`src/rtl/tube_pkg.sv`:
```
// Shared tube definitions: arbiter state encoding, source indices, enable register layout.
package tube_pkg;

  localparam int unsigned NUM_SRC = 4;
  localparam int unsigned IDX_W   = 2;
  localparam int unsigned CFG_W   = 5;

  // Source indices into src_avail / irq_en
  localparam logic [IDX_W-1:0] SRC_R1 = 2'd0;
  localparam logic [IDX_W-1:0] SRC_R2 = 2'd1;
  localparam logic [IDX_W-1:0] SRC_R3 = 2'd2;
  localparam logic [IDX_W-1:0] SRC_R4 = 2'd3;

  typedef enum logic [1:0] {
    ST_IDLE   = 2'd0,
    ST_ASSERT = 2'd1,
    ST_HOLD   = 2'd2
  } arb_state_e;

  // Enable register: NMI enable for R3 on top, per-source IRQ enables below
  typedef struct packed {
    logic               nmi_en;
    logic [NUM_SRC-1:0] irq_en;
  } cfg_t;

  // Next source index with natural 3 -> 0 wrap
  function automatic logic [IDX_W-1:0] next_idx(input logic [IDX_W-1:0] idx);
    return idx + IDX_W'(1);
  endfunction

endpackage

```
`src/rtl/tube_rr_pick4.sv`:
```
// Rotating-priority pick over four requests, searching from ptr upward modulo 4.
module tube_rr_pick4
  import tube_pkg::*;
(
  input  logic [NUM_SRC-1:0] request,
  input  logic [IDX_W-1:0]   ptr,
  output logic [IDX_W-1:0]   grant_idx_c,
  output logic               any_c
);

  logic [IDX_W-1:0] idx;

  // First set request at ptr, ptr+1, ... wins; idx wraps in its 2-bit width
  always_comb begin
    grant_idx_c = ptr;
    any_c       = 1'b0;
    idx         = '0;
    for (int unsigned k = 0; k < NUM_SRC; k++) begin
      idx = ptr + IDX_W'(k);
      if (!any_c && request[idx]) begin
        grant_idx_c = idx;
        any_c       = 1'b1;
      end
    end
  end

endmodule

```
`src/rtl/tube_p2_int_arb.sv`:
```
// Parasite-side interrupt arbiter: round-robin IRQ over four sources plus R3 NMI.
module tube_p2_int_arb
  import tube_pkg::*;
#(
  parameter int unsigned HOLDOFF = 3
) (
  input  logic               p2_clk,
  input  logic               rst_b,
  input  logic [NUM_SRC-1:0] src_avail,
  input  logic               cfg_we,
  input  logic [CFG_W-1:0]   cfg_wdata,
  input  logic               int_ack,
  output logic               p2_irq_b,
  output logic               p2_nmi_b,
  output logic [IDX_W-1:0]   vec,
  output logic               vec_valid,
  output logic [CFG_W-1:0]   cfg_q
);

  localparam int unsigned CNT_W = (HOLDOFF == 0) ? 1 : $clog2(HOLDOFF + 1);

  arb_state_e       state_q, state_d;
  logic [IDX_W-1:0] ptr_q, ptr_d;
  logic [CNT_W-1:0] cnt_q, cnt_d;
  logic [IDX_W-1:0] vec_q, vec_d;
  logic             vld_q, vld_d;
  logic             irq_b_q, irq_b_d;
  logic             nmi_b_q;
  cfg_t             cfg_r;

  logic [NUM_SRC-1:0] eligible;
  logic [IDX_W-1:0]   grant_idx_c;
  logic               any_c;

  assign eligible = src_avail & cfg_r.irq_en;

  tube_rr_pick4 u_pick (
    .request     (eligible),
    .ptr         (ptr_q),
    .grant_idx_c (grant_idx_c),
    .any_c       (any_c)
  );

  // Enable register; a write takes effect on eligibility from the following cycle
  always_ff @(posedge p2_clk or negedge rst_b) begin
    if (!rst_b) begin
      cfg_r <= '0;
    end else if (cfg_we) begin
      cfg_r <= cfg_t'(cfg_wdata);
    end
  end

  // NMI follows R3 availability gated by nmi_en, independent of the IRQ FSM
  always_ff @(posedge p2_clk or negedge rst_b) begin
    if (!rst_b) begin
      nmi_b_q <= 1'b1;
    end else begin
      nmi_b_q <= !(cfg_r.nmi_en & src_avail[SRC_R3]);
    end
  end

  // FSM and grant state registers
  always_ff @(posedge p2_clk or negedge rst_b) begin
    if (!rst_b) begin
      state_q <= ST_IDLE;
      ptr_q   <= '0;
      cnt_q   <= '0;
      vec_q   <= '0;
      vld_q   <= 1'b0;
      irq_b_q <= 1'b1;
    end else begin
      state_q <= state_d;
      ptr_q   <= ptr_d;
      cnt_q   <= cnt_d;
      vec_q   <= vec_d;
      vld_q   <= vld_d;
      irq_b_q <= irq_b_d;
    end
  end

  // Next-state: grant in IDLE, wait for ack/withdrawal in ASSERT, count down in HOLD
  always_comb begin
    state_d = state_q;
    ptr_d   = ptr_q;
    cnt_d   = cnt_q;
    vec_d   = vec_q;
    vld_d   = vld_q;
    irq_b_d = irq_b_q;
    unique case (state_q)
      ST_IDLE: begin
        if (any_c) begin
          vec_d   = grant_idx_c;
          vld_d   = 1'b1;
          irq_b_d = 1'b0;
          state_d = ST_ASSERT;
        end
      end
      ST_ASSERT: begin
        // Ack wins over a simultaneous withdrawal
        if (int_ack) begin
          irq_b_d = 1'b1;
          vld_d   = 1'b0;
          ptr_d   = next_idx(vec_q);
          cnt_d   = CNT_W'(HOLDOFF);
          state_d = ST_HOLD;
        end else if (!eligible[vec_q]) begin
          irq_b_d = 1'b1;
          vld_d   = 1'b0;
          state_d = ST_IDLE;
        end
      end
      ST_HOLD: begin
        // Leaving on count 1 (or 0) gives HOLDOFF cycles here, minimum one
        if (cnt_q <= CNT_W'(1)) begin
          cnt_d   = '0;
          state_d = ST_IDLE;
        end else begin
          cnt_d = cnt_q - CNT_W'(1);
        end
      end
      default: begin
        state_d = ST_IDLE;
      end
    endcase
  end

  assign p2_irq_b  = irq_b_q;
  assign p2_nmi_b  = nmi_b_q;
  assign vec       = vec_q;
  assign vec_valid = vld_q;
  assign cfg_q     = cfg_r;

endmodule

```
`config.mk`:
```
export PLATFORM = sky130hd
export DESIGN_NAME = tube_p2_int_arb
export DESIGN_NICKNAME = d
export VERILOG_FILES = /design/src/rtl/tube_pkg.sv /design/src/rtl/tube_rr_pick4.sv /design/src/rtl/tube_p2_int_arb.sv
export SDC_FILE = /design/constraint.sdc
export NUM_CORES = 1
export LEC_CHECK = 0
export ABC_AREA = 1
export CAP_MARGIN = 20
export CELL_PAD_IN_SITES_DETAIL_PLACEMENT = 1
export CELL_PAD_IN_SITES_GLOBAL_PLACEMENT = 1
export CORE_MARGIN = 2
export CORE_UTILIZATION = 37
export CTS_CLUSTER_DIAMETER = 50
export DETAILED_ROUTE_END_ITERATION = 10
export GPL_TIMING_DRIVEN = 0
export HOLD_SLACK_MARGIN = 0.08
export PLACE_DENSITY = 0.86
export SETUP_SLACK_MARGIN = 0.05
export SLEW_MARGIN = 40
export SYNTH_ARGS = -nofsm -noshare
export SYNTH_HDL_FRONTEND = slang
export SYNTH_HIERARCHICAL = 1
export SYNTH_SLANG_ARGS = --single-unit
```
`constraint.sdc`:
```
create_clock -name p2_clk -period 4.1 [get_ports p2_clk]
set_clock_uncertainty 0.05 [all_clocks]
set_input_delay 0.82 -clock p2_clk [delete_from_list [all_inputs] [get_ports p2_clk]]
set_output_delay 0.82 -clock p2_clk [all_outputs]
set_load 0.02 [all_outputs]
```
==> results of run 1 <==
-- path summary, 6_finish.rpt --
| kind | from | to | slack, ns | cells past startpoint |
|---|---|---|---|---|
| setup reg to reg | ptr_q[0]$_DFFE_PN0P_ | vec[1]$_DFFE_PN0P_ | 2.40 | 10 |
| max in group asynchronous | rst_b | cnt_q[0]$_DFFE_PN0P_ | 2.67 | 1 |
| hold / removal | cfg_q[4]$_DFFE_PN0P_ | p2_nmi_b$_DFF_PN1_ | 0.38 | 1 |
| hold reg to reg | cfg_q[4]$_DFFE_PN0P_ | p2_nmi_b$_DFF_PN1_ | 0.38 | 1 |
| setup / recovery | p2_irq_b$_DFFE_PN1P_ | p2_irq_b | 1.79 | 1 |
| min in group asynchronous | rst_b | cfg_q[4]$_DFFE_PN0P_ | 0.89 | 1 |
-- power breakdown --
| group | switching, mW | leakage (nW) | total [mW] | internal [mW] |
|---|---|---|---|---|
| combinational | 0.345 | 0.468 | 0.557 | 0.212 |
| clock | 0.0521 | 0.0210 | 0.106 | 0.0542 |
| sequential | 0.0594 | 0.186 | 0.279 | 0.220 |
| total | 0.457 | 0.675 | 0.943 | 0.486 |
-- synth_stat cells --
library cell,count,area share (%)
nor2_1,7,2.6
nor2_2,4,2.5
a21oi_1,4,2.0
o21ai_1,2,0.99
nand3_1,6,3.0
o21ai_0,3,1.5
nand2_1,59,22
inv_2,5,1.9
a21oi_2,1,0.87
buf_4,1,0.74
xor2_1,1,0.87
nor3_2,1,0.99
nand2_4,1,1.1
mux2_2,5,5.6
nand2_2,7,4.3
nand3_2,2,2.0
nand4_1,1,0.62
dfstp_2,2,5.2
dfrtp_1,14,35
o31ai_2,1,1.2
inv_1,15,5.6
-- metal layers --
metal	routed length, µm	share of wire (%)	GRT usage, %
met2	1270	51	31.9
met4	31	1.2	6.12
met3	122	4.9	4.38
met1	1060	43	20.0
met5	0	0	0
-- state kept, by name, summed over array words and instances (netlist names) --
register,flops
p2_irq_b,1
cnt_q,2
cfg_q,5
ptr_q,2
p2_nmi_b,1
vec,2
state_q,2
vec_valid,1
-- cell families (layout without fill, tap and decap cells) --
logic type,after synthesis,count (layout),share of synthesized area (%)
buffers and inverters,21,47,8.17
AOI/OAI and AO/OA,11,11,6.56
DFF,16,16,39.9
and+or+nand+nor,88,88,39.0
xor gates and xnor gates,1,1,0.866
muxes,5,5,5.57
-- final cells by class --
type	instances	area [µm²]
Timing Repair Buffer	22	220
Multi-Input combinational cell	105	526
Clock buffer	4	36.3
Fill cell	341	1220
Sequential cell	16	403
Inverter	20	75.1
Tap cell	30	37.5
Buffer	1	7.51
-- metrics by stage --
stage	cell area [µm²]	util [%]	hold slack (ns)
after floorplan	1010	-	0.399
after global placement	1270	50.3	0.369
after detailed placement	1270	50.3	0.382
after CTS	1310	51.7	0.395
after global routing	1310	51.7	0.428
final	1310	51.7	0.384
==> qor.yml, run 1 <==
outcome:
  outcome: "complete, no violations"
layout:
  nets: 182
  area_delta_synth_final_pct: 29.1
  antenna-diode-count: 0
  final_cell_mix: "59 x nand2_1, 22 x clkdlybuf4s50_1, 15 x inv_1"
  final_common_cell: "nand2_1"
  drive_gt1_share_pct: 20.2
  fin_cells: 198
min_path:
  min-delay-path-class: "reg -> reg"
drt:
  wirelength_um: 2480
  viasPerCell: 4.76
  first_pass_iters: 4
  num_vias: 943
  drt-initial-drc-count: 4
  drc: 0
  wl_per_cell_um: 12.5
  ant_nets: 0
clock_network:
  max-clock-path-buffers: 2
  cts_made_buffers: 3
  htreeDepth: 1
  cts-resized-gates: 0
  clkLatencyLatePin_ns: 0.29
  clock_sinks: 16
  clk_pin_slew_ns: 0.10
  ctsHoldBuffers: 0
  cts_tree: "built"
  post-cts-setup-buffers: 0
  root_buffer: "clkbuf_4"
worst_setup_path:
  cp-end-kind: "output pin"
  cp_max_fo: 2
  path_buf_inv: 1
  startpoint_type: "flip-flop"
  path_delay_family: "buffers and inverters"
  critical_path.max_stage_delay_ns: 0.60
  slowest_stage: "clkdlybuf4s50_1"
  cp.arrival_ns: 1.44
  cp_cell_sequence: "clkdlybuf4s50_1"
  path_class: "reg -> out"
  cp.required_ns: 3.23
placement:
  io_buffers: 22
  gp_congestion: 0.845
  numPlacedInstances: 194
  preCtsSetupSlack_ns: 1.53
  hpwl_um: 2030
global_routing:
  grt_max_degree: 17
  overflow: 0
  antenna_found_initial: 0
  track_usage_pct: 17.7
  grt_pass1_vias: 1027
  grt_pass1_wl_um: 4380
die:
  die_area_mm2: 0.00317
  io_pins: 23
  initial_core_util_pct: 40.1
  die_w_um: 56.3
  floorplan.rows: 18
  fp.dieH_um: 56.3
  core-area_mm2: 0.00252
synth:
  ys_ff_latch: 16
  syn-num-nets: 155
  synth_area_per_cell_um2: 7.12
  synth_area_mm2: 0.00101
  seq_area_frac_synth_pct: 39.9
  yosysWarnings: 6
  ys_types: 21
  syn-instance-count: 142
sta:
  min_period_ns: 2.31
  period_share_pct: 56.3
  report.final.slew_viol_count: 0
  fmax_mhz: 433
  fin_setup_tns_ns: 0
  finalSetupViolations: 0
  tightest_slew_ns: 0.703
  slew_headroom_pct: 53.0
  rsz0062_at_grt: "false"
  finalWorstSetupSlack_ns: 1.79
  hold_viol: 0
power:
  finalPower_mw: 0.943
  power_leakage_nw: 0.675
  powerDensity_mw_per_mm2: 722
  peakVddDrop_mv: 0.347
run:
  max_cap_viol_count: 0
(Power assumes the default switching activity.)
==> run 2, diff against run 1 <==
CORE_UTILIZATION = 31   (was 37)
PLACE_DENSITY = 0.78   (was 0.86)
clock period = 1.9 ns   (was 4.1 ns; I/O delays follow)
==> run 2 against run 1 <==
  * Wire length down 0.89%
  * Largest cell class unchanged
  * Utilization down 7.1 points
  * Largest power group unchanged
  * Critical path depth unchanged
  * Count of clock-buffer cells in the layout unchanged
==> qor.yml, run 2 (synthesis gave the netlist of run 1 again) <==
drt:
  wl_per_cell_um: 11.6
  wirelength_um: 2460
  ant_nets: 0
  routed-wl-met3_um: 68
  wl_met1_um: 1090
  viasPerCell: 4.55
  routed-wl-met2_um: 1290
  first_pass_iters: 4
  drc: 0
  num_vias: 965
  highest_layer: "met4"
  drt-initial-drc-count: 27
layout:
  final_cell_mix: "57 x nand2_1, 19 x clkdlybuf4s50_1, 14 x dfrtp_1"
  area_delta_synth_final_pct: 35.8
  antenna-diode-count: 0
  fin_cells: 212
  seq_area_um2: 403
  multi_input_area_um2: 576
  largest_register_ffs: 5
  final_cell_area_mm2: 0.00137
  final_common_cell: "nand2_1"
  drive_gt1_share_pct: 28.6
  fill_cells: 411
  nets: 182
global_routing:
  grt_pass1_vias: 986
  track_usage_pct: 15.5
  grt_max_degree: 17
  antenna_found_initial: 0
  grt_pass1_wl_um: 4220
  overflow: 0
clock_network:
  post-cts-setup-buffers: 0
  cts_tree: "built"
  clkLatencyLatePin_ns: 0.28
  cts_made_buffers: 3
  root_buffer: "clkbuf_4"
  clock_sinks: 16
  cts-resized-gates: 2
  clk_pin_slew_ns: 0.10
  max-clock-path-buffers: 2
  ctsHoldBuffers: 0
  htreeDepth: 1
worst_setup_path:
  path_delay_family: "buffers and inverters"
  r2r_cells: 11
  cp-end-kind: "output pin"
  cp.arrival_ns: 1.34
  cp_cell_sequence: "clkdlybuf4s50_1"
  cp_max_fo: 5
  cp.required_ns: 1.47
  path_class: "reg -> out"
  startpoint_type: "flip-flop"
  slowest_stage: "clkdlybuf4s50_1"
  critical_path.max_stage_delay_ns: 0.63
  path_buf_inv: 1
  cp.depth: 1
sta:
  hold_viol: 0
  holdWs_ns: 0.387
  fmax_mhz: 565
  rsz0062_at_grt: "false"
  finalSetupViolations: 0
  slew_headroom_pct: 53.2
  tightest_slew_ns: 0.700
  period_share_pct: 93.1
  report.final.slew_viol_count: 0
  min_period_ns: 1.77
run:
  max_cap_viol_count: 0
placement:
  place_area_mm2: 0.00129
  numPlacedInstances: 208
  io_buffers: 22
  hpwl_um: 2000
  gp_congestion: 0.772
power:
  powerDensity_mw_per_mm2: 1580
  p_sw_mw: 1.08
  clkPwrFrac_pct: 10.4
  switching_share_pct: 49.7
  p_comb_share_pct: 62.0
  peakVddDrop_mv: 0.714
  finalPower_mw: 2.17
  power_leakage_nw: 0.688
  p_int_mw: 1.09
  seq_power_share_pct: 27.6
min_path:
  min-delay-path-class: "reg -> reg"
  worstHoldPathCells: 1
die:
  die_area_mm2: 0.00373
  core-area_mm2: 0.00308
  fp.dieH_um: 61.1
  floorplan.rows: 20
  initial_core_util_pct: 32.8
  die_w_um: 61.1
  io_pins: 23
outcome:
  outcome: "complete, no violations"
==> run 2: cell types whose count changed in the layout (fill, tap and decap cells not counted), moves of 2 or more <==
cell             before  now
inv_1                15   11
inv_2                 5    9
a21oi_1               4    1
clkdlybuf4s50_1      22   19
nand3_1               6    3
nand3_2               2    5
a21oi_2               1    3
dlygate4sd2_1         0    2
nand2_1              59   57
==> run 2: final cells by class <==
cell class	count	area share, %
plain buffers	1	0.547
repair buffers	22	16.0
inverters	20	5.47
well taps	44	4.01
flip-flops and latches	16	29.4
clock buffers	4	2.64
multi-input cells	105	41.9
==> run 2: power groups by stage <==
stage                     sequential, mW  combinational, mW  clock [mW]
after floorplan                    0.646              0.819           0
after global placement             0.592               1.18           0
after detailed placement           0.602               1.23           0
after CTS                          0.597               1.23       0.236
after global routing               0.621               1.50       0.252
final                              0.597               1.34       0.225
==> run 2: per-layer routing <==
layer / track usage (%) / vias to the layer above
met3: 2.52 / 2
met4: 6.52 / 0
met1: 19.3 / 453
met5: 0 / -
li1: - / 493
met2: 26.4 / 17
==> run 2: path summary, 6_finish.rpt <==
check                                       end  slack [ns]            startpoint
hold / removal               p2_nmi_b$_DFF_PN1_        0.39  cfg_q[4]$_DFFE_PN0P_
setup reg to reg             vec[0]$_DFFE_PN0P_        0.23  ptr_q[1]$_DFFE_PN0P_
max in group asynchronous  ptr_q[0]$_DFFE_PN0P_        0.90                 rst_b
setup / recovery                         vec[1]        0.13    vec[1]$_DFFE_PN0P_
hold reg to reg              p2_nmi_b$_DFF_PN1_        0.39  cfg_q[4]$_DFFE_PN0P_
min in group asynchronous  cnt_q[1]$_DFFE_PN0P_        0.46                 rst_b
==> run 2: per-stage QoR <==
step	setup WS (ns)	setup TNS, ns	utilization (%)
after floorplan	0.367	0	-
after global placement	-0.177	-0.664	41.8
after detailed placement	-0.221	-0.805	41.8
after CTS	0.0796	0	42.9
after global routing	0.0539	0	44.6
final	0.131	0	44.6
==> run 3, diff against run 2 <==
SKIP_CTS_REPAIR_TIMING = 1   (was default)
==> run 3 against run 2 <==
  * Sequential share of layout area is 0.39 points higher
  * Via count is 0.10% lower
  * Worst setup slack hardly changed
  * Highest routed layer unchanged
  * Sequential power is 0.7% higher
==> qor.yml, run 3 (synthesis gave the netlist of run 1 again) <==
outcome:
  outcome: "complete, no violations"
placement:
  hpwl_um: 2000
  preCtsSetupSlack_ns: -0.221
  io_buffers: 22
  place_area_mm2: 0.00129
  gp_congestion: 0.772
sta:
  rsz0062_at_grt: "true"
  min_period_ns: 1.77
  tightest_slew_ns: 0.709
  finalSetupViolations: 0
  holdWs_ns: 0.385
  report.final.slew_viol_count: 0
  slew_headroom_pct: 52.6
  period_share_pct: 93.1
  finalWorstSetupSlack_ns: 0.131
  hold_viol: 0
  fmax_mhz: 565
clock_network:
  cts_made_buffers: 3
  clkLatencyLatePin_ns: 0.28
  root_buffer: "clkbuf_4"
  htreeDepth: 1
  cts_tree: "built"
  clock_sinks: 16
  max-clock-path-buffers: 2
  clk_pin_slew_ns: 0.10
layout:
  largest_register_ffs: 5
  final_cell_area_mm2: 0.00136
  final_common_cell: "nand2_1"
  multi_input_area_um2: 553
  finish.utilization_pct: 44.1
  fill_cells: 407
  antenna-diode-count: 0
  area_delta_synth_final_pct: 34.4
  nets: 182
  drive_gt1_share_pct: 28.0
  final_cell_mix: "57 x nand2_1, 19 x clkdlybuf4s50_1, 13 x dfrtp_1"
  seq_area_um2: 404
worst_setup_path:
  cp-end-kind: "output pin"
  startpoint_type: "flip-flop"
  path_buf_inv: 1
  slowest_stage: "clkdlybuf4s50_1"
  r2r_cells: 12
  cp_max_fo: 5
  critical_path.max_stage_delay_ns: 0.63
  path_delay_family: "buffers and inverters"
  path_class: "reg -> out"
  cp.depth: 1
  cp.required_ns: 1.47
  cp_cell_sequence: "clkdlybuf4s50_1"
  cp.arrival_ns: 1.34
drt:
  first_pass_iters: 4
  drt-initial-drc-count: 20
  drc: 0
  num_vias: 964
  viasPerCell: 4.55
  wirelength_um: 2470
  ant_nets: 0
  wl_per_cell_um: 11.6
power:
  power_leakage_nw: 0.695
  p_int_mw: 1.08
  p_comb_share_pct: 61.1
  powerDensity_mw_per_mm2: 1560
  seq_power_share_pct: 28.3
  finalPower_mw: 2.12
  switching_share_pct: 49.2
  p_sw_mw: 1.04
  clkPwrFrac_pct: 10.6
  peakVddDrop_mv: 0.714
die:
  floorplan.rows: 20
  fp.dieH_um: 61.1
  core-area_mm2: 0.00308
  initial_core_util_pct: 32.8
  die_w_um: 61.1
  die_area_mm2: 0.00373
  io_pins: 23
global_routing:
  grt_max_degree: 17
  antenna_found_initial: 0
  grt_pass1_vias: 991
  overflow: 0
  track_usage_pct: 15.5
  grt_pass1_wl_um: 4240
run:
  max_cap_viol_count: 0
min_path:
  min-delay-path-class: "reg -> reg"
  worstHoldPathCells: 1
[run 3: changes by cell type in the layout (fill, tap and decap cells not counted)]
| cell | before | now |
|---|---|---|
| dlygate4sd2_1 | 2 | 0 |
| dlymetal6s2s_1 | 1 | 3 |
| nand3_1 | 3 | 5 |
| nand3_2 | 5 | 3 |
| a21oi_2 | 3 | 4 |
| a21oi_4 | 1 | 0 |
| dfrtp_1 | 14 | 13 |
| dfrtp_2 | 0 | 1 |
| nand2_2 | 8 | 9 |
| nand2_4 | 2 | 1 |
[run 3: per-stage QoR]
step	TNS (ns)	std cells
5_1_grt	0	212
2_1_floorplan	0	142
6_report	0	212
4_1_cts	0	212
3_5_place_dp	-0.805	208
3_3_place_gp	-0.664	208
[run 3: worst paths after layout]
path / startpoint / endpoint / slack [ns]
max in group asynchronous: rst_b / ptr_q[1]$_DFFE_PN0P_ / 0.85
worst min register to register: cfg_q[4]$_DFFE_PN0P_ / p2_nmi_b$_DFF_PN1_ / 0.38
worst max-delay path: vec[1]$_DFFE_PN0P_ / vec[1] / 0.13
worst min-delay path: cfg_q[4]$_DFFE_PN0P_ / p2_nmi_b$_DFF_PN1_ / 0.38
min in group asynchronous: rst_b / cnt_q[1]$_DFFE_PN0P_ / 0.46
worst max register to register: ptr_q[0]$_DFFE_PN0P_ / vec_valid$_DFFE_PN0P_ / 0.22
[run 3: final cells by class]
class                           instances  share of cell area, %
Multi-Input combinational cell        105                   40.7
Sequential cell                        16                   29.7
Timing Repair Buffer                   22                   16.8
Inverter                               20                   5.52
Tap cell                               44                   4.05
Clock buffer                            4                   2.67
Buffer                                  1                  0.552
[run 3: power groups by stage]
stage          Clock (mW)  Sequential (mW)  Combinational [mW]
6_report            0.225            0.601                1.30
5_1_grt             0.252            0.625                1.46
4_1_cts             0.236            0.597                1.24
3_5_place_dp            0            0.602                1.23
3_3_place_gp            0            0.592                1.18
2_1_floorplan           0            0.646               0.819
[run 3: routing by layer]
metal / track usage, % / up-vias / share of wire [%] / wire (µm)
li1: - / 493 / - / -
met1: 19.4 / 454 / 45 / 1110
met2: 26.4 / 15 / 52 / 1280
met3: 2.52 / 2 / 2.6 / 63
met4: 6.52 / 0 / 0.69 / 17
met5: 0 / - / 0 / 0
